==> config.mk <==
export PLATFORM = sky130hd
export DESIGN_NAME = alu_issue_queue
export DESIGN_NICKNAME = d
export VERILOG_FILES = /design/src/rtl/alu_issue_queue.sv
export SDC_FILE = /design/constraint.sdc
export NUM_CORES = 1
export LEC_CHECK = 0
export ABC_AREA = 1
export CAP_MARGIN = 20
export CORE_MARGIN = 2
export CORE_UTILIZATION = 56
export DETAILED_ROUTE_END_ITERATION = 7
export MAX_ROUTING_LAYER = met4
export PLACE_DENSITY = 0.84
export SLEW_MARGIN = 10
export SYNTH_ARGS = -nofsm -noshare
export SYNTH_HDL_FRONTEND = slang
export SYNTH_SLANG_ARGS = --single-unit
==> constraint.sdc <==
create_clock -name clk -period 5.9 [get_ports clk]
set_input_delay 1.18 -clock clk [delete_from_list [all_inputs] [get_ports clk]]
set_output_delay 1.18 -clock clk [all_outputs]
set_load 0.01 [all_outputs]
==> src/rtl/alu_issue_queue.sv <==
// alu_issue_queue: command FIFO feeding a combinational ALU plus a one-entry result register
module alu_issue_queue #(
  parameter int DEPTH = 4,
  parameter int WIDTH = 8
) (
  input  logic                       clk,
  input  logic                       rst,
  input  logic                       cmd_valid,
  output logic                       cmd_ready,
  input  logic [WIDTH-1:0]           cmd_a,
  input  logic [WIDTH-1:0]           cmd_b,
  input  logic [3:0]                 cmd_sel,
  output logic [WIDTH-1:0]           A,
  output logic [WIDTH-1:0]           B,
  output logic [3:0]                 alu_sel,
  input  logic [WIDTH-1:0]           alu_out,
  input  logic                       carry_out,
  output logic                       res_valid,
  input  logic                       res_ready,
  output logic [WIDTH-1:0]           res_data,
  output logic                       res_carry,
  output logic [3:0]                 res_tag,
  output logic [$clog2(DEPTH):0]     count,
  output logic [15:0]                op_count
);
  localparam int AW = $clog2(DEPTH);
  logic [WIDTH-1:0] mem_a [DEPTH];
  logic [WIDTH-1:0] mem_b [DEPTH];
  logic [3:0]       mem_sel [DEPTH];
  logic [AW-1:0]    wr_ptr, rd_ptr;
  logic             push, pop, empty;
  assign empty     = count == '0;
  assign cmd_ready = !rst && (count < (AW+1)'(DEPTH));
  assign push      = cmd_valid && cmd_ready;
  assign pop       = !empty && (!res_valid || res_ready);
  assign A         = empty ? '0 : mem_a[rd_ptr];
  assign B         = empty ? '0 : mem_b[rd_ptr];
  assign alu_sel   = empty ? '0 : mem_sel[rd_ptr];
  // command storage; contents need no reset since the pointers gate visibility
  always_ff @(posedge clk) begin
    if (push) begin
      mem_a[wr_ptr]   <= cmd_a;
      mem_b[wr_ptr]   <= cmd_b;
      mem_sel[wr_ptr] <= cmd_sel;
    end
  end
  // pointers and occupancy
  always_ff @(posedge clk) begin
    if (rst) begin
      wr_ptr <= '0;
      rd_ptr <= '0;
      count  <= '0;
    end else begin
      if (push) wr_ptr <= wr_ptr + 1'b1;
      if (pop) rd_ptr <= rd_ptr + 1'b1;
      count <= (push && !pop) ? count + 1'b1 : (!push && pop) ? count - 1'b1 : count;
    end
  end
  // result capture from the ALU, drain on handshake, delivered-result counter
  always_ff @(posedge clk) begin
    if (rst) begin
      res_valid <= 1'b0;
      res_data  <= '0;
      res_carry <= 1'b0;
      res_tag   <= '0;
      op_count  <= '0;
    end else begin
      if (pop) begin
        res_valid <= 1'b1;
        res_data  <= alu_out;
        res_carry <= carry_out;
        res_tag   <= alu_sel;
      end else if (res_ready) begin
        res_valid <= 1'b0;
      end
      op_count <= op_count + 16'(res_valid && res_ready);
    end
  end
endmodule

==> metrics.md <==
| Metric | Value |
|---|---|
| Status | `complete, no violations` |
| Most frequent cells in the layout | `124 x nor2_1, 86 x clkdlybuf4s50_1, 80 x edfxtp_1` |
| Slowest stage delay, CP | `0.94 ns` |
| Final setup viols | `0` |
| Max_slew headroom | `37.1%` |
| Global route total overflow | `0` |
| Total routed wirelength | `11.2 mm` |
| Hold Crit Class | `flip-flop to flip-flop` |
| Die Area | `9430 um2` |
| Post-Syn Instances | `474` |
| H-tree levels | `4` |
| Synthesized flop and latch total | `119` |
| Drt initial violations | `288` |
| Final Hold Violating Endpoints | `0` |
| Worst slew pin tran | `0.943 ns` |
| Vias in the first global route | `3687` |
| Worst hold start | `op_count[4]$_SDFF_PP0_` |
| Final setup TNS | `0 ns` |
| Seq/Total Area, Yosys | `65.6%` |
| Tot Pwr | `3160 uW` |
| Startpoint Class | `flip-flop` |
| Most frequently used flop master after synthesis | `edfxtp_1` |
| I/O Buffers | `86` |
| Slowest CP cell | `dfxtp_1` |
| Cell count of the worst reg-to-reg path | `5` |
| TritonCTS Sinks | `119` |
| Clk root buf | `clkbuf_8` |
| Required @ worst endpoint | `4.72 ns` |
| Cts bufs inserted | `17` |
| Chip height | `97.1 um` |
| Post-synth cell types | `25` |
| # DRC | `0` |
| Area grow syn2layout | `33.0%` |
| Crit path DAT | `3.31 ns` |
| Clock transition at the registers of the reported paths | `0.06 ns` |
| Wirelength per Cell | `16.5 um` |
| Nets | `605` |
| Antenna diodes | `0` |
| Avg Cell Area, Syn | `10.2 um2` |
| CP cell instances | `inv_1, nor2_1, o21ai_0, a21oi_1, clkdlybuf4s50_1` |
| Fin crit share | `76.2%` |
| Max clock buf depth | `2` |
| Vias per inst | `5.53` |
| Crit path kind | `flip-flop to output pin` |
| First-pass GRT wire length | `17.8 mm` |
| Crit. End Element | `output pin` |
| PwrDens | `490 nW/um2` |
| GP Congestion | `0.815` |
| Ys Warns | `0` |
| Share of synthesized registers carrying an async set or reset | `0%` |
| Initial antenna violation count | `0` |
| Hold depth | `2` |
| Pre-Repair DR Iteration Count | `7` |
| Share of layout cells above drive strength 1 | `8.84%` |
| Leak pwr | `0.00240 uW` |
| CTS tree | `done` |
| CP Buf/Inv Count | `2` |
| Setup bufs post-CTS | `0` |
| GRT Util Overall | `24.7%` |
| Pin count of the biggest net entering global routing | `49` |
| Core Region | `8300 um2` |
| Row count | `33` |
| CTS Hold Bufs | `0` |
| Unrepaired setup endpoints after global routing | `no` |
| Post-Place Cell Area | `5780 um2` |
| Latest clock arrival within the worst-skew pair | `0.51 ns` |
| Via Count | `3770` |
| Post-Syn Nets | `515` |
| Worst-path maximum fanout | `21` |
| Commonest non-fill, non-tap cell in the layout | `nor2_1` |
| Worst IR drop on VDD | `0.318 mV` |
| WHS | `0.485 ns` |
| Final slew viol count | `0` |
| Post-route core utilization | `77.7%` |
| DP HPWL | `6.66 mm` |
| Starting Density | `58.5%` |
| CP Depth | `5` |
| Tmin final | `4.49 ns` |
| CTS resizes | `0` |
| Family with the most delay on the worst path | `buffers and inverters` |
| Max-Cap Viols | `0` |
| Top-Level Pins | `87` |
| Post-synth EDFFs | `80` |
| Post-route cell area | `6450 um2` |
| Setup Skew | `0.00593 ns` |
| Syn Std Cell Area | `4850 um2` |
| Die W | `97.1 um` |
| Max Freq | `223 MHz` |
| Antenna Nets Post-Route | `0` |
==> stage by stage <==
stage / worst slack (ns) / cells
floorplan: 2.87 / 474
global placement: 2.01 / 646
detailed placement: 1.92 / 647
CTS: 1.35 / 679
global route: 1.24 / 682
finish: 1.41 / 682
==> state kept, by name, indices dropped and copies added (netlist names), named ones only <==
name / flops
rd_ptr: 2
res_data: 8
mem_a: 32
count: 3
res_carry: 1
wr_ptr: 2
res_tag: 4
mem_b: 32
mem_sel: 16
op_count: 16
res_valid: 1
==> path summary, 6_finish.rpt <==
kind	endpoint	slack, ns
max reg2reg	res_tag[3]$_SDFFE_PP0P_	3.72
max	B[5]	1.41
min	op_count[4]$_SDFF_PP0_	0.48
min reg2reg	op_count[4]$_SDFF_PP0_	0.48
==> metal layers <==
layer  up-vias  GRT usage (%)  share of wire (%)
li1       1772              -                  -
met1      1775           29.7                 39
met2       205           40.4                 51
met3        18           6.55                8.7
met4         0           8.88                1.5
met5         -              -                  0
==> kinds of logic after synthesis <==
kind of cell / after synthesis / share of synthesized area [%]
and+or+nand+nor: 194 / 15.6
DFF: 119 / 65.6
AOI/OAI and AO/OA: 92 / 10.8
buffers and inverters: 58 / 5.23
adders and majority gates: 8 / 2.22
xor gates and xnor gates: 3 / 0.542
==> worst reg2reg max path, stage by stage, from the launching register on <==
cell      delay, ns
dfxtp_1        0.94
inv_1          0.66
o211ai_2       0.24
nand2_1        0.09
nor2_1         0.09
nor2_1         0.05
==> final cells by class <==
type / instances / area, um2
clock buffer: 18 / 418
timing repair buffer: 91 / 953
inverter: 38 / 143
clock inverter: 14 / 198
sequential: 119 / 3180
multi-input combinational: 297 / 1430
fill: 503 / 1850
tap: 105 / 131
==> power by group <==
part,switching [uW],internal (uW)
logic,571,466
clock network,372,690
registers,75.7,987
==> Yosys cell counts, types with 2 or more instances <==
cell | count | share of area, %
o21ai_0 | 51 | 5.3
o211ai_2 | 8 | 2.1
buf_2 | 7 | 0.72
buf_6 | 2 | 0.46
nand4_1 | 4 | 0.52
clkbuf_1 | 6 | 0.46
ha_1 | 7 | 1.8
inv_1 | 36 | 2.8
a21oi_1 | 31 | 3.2
nor2_2 | 2 | 0.26
buf_4 | 3 | 0.46
nand2_1 | 50 | 3.9
dfxtp_1 | 39 | 16
nor2_1 | 128 | 9.9
nand3_1 | 10 | 1.0
edfxtp_1 | 80 | 50
xnor2_1 | 2 | 0.36
Power figures use the tool's default switching activity.
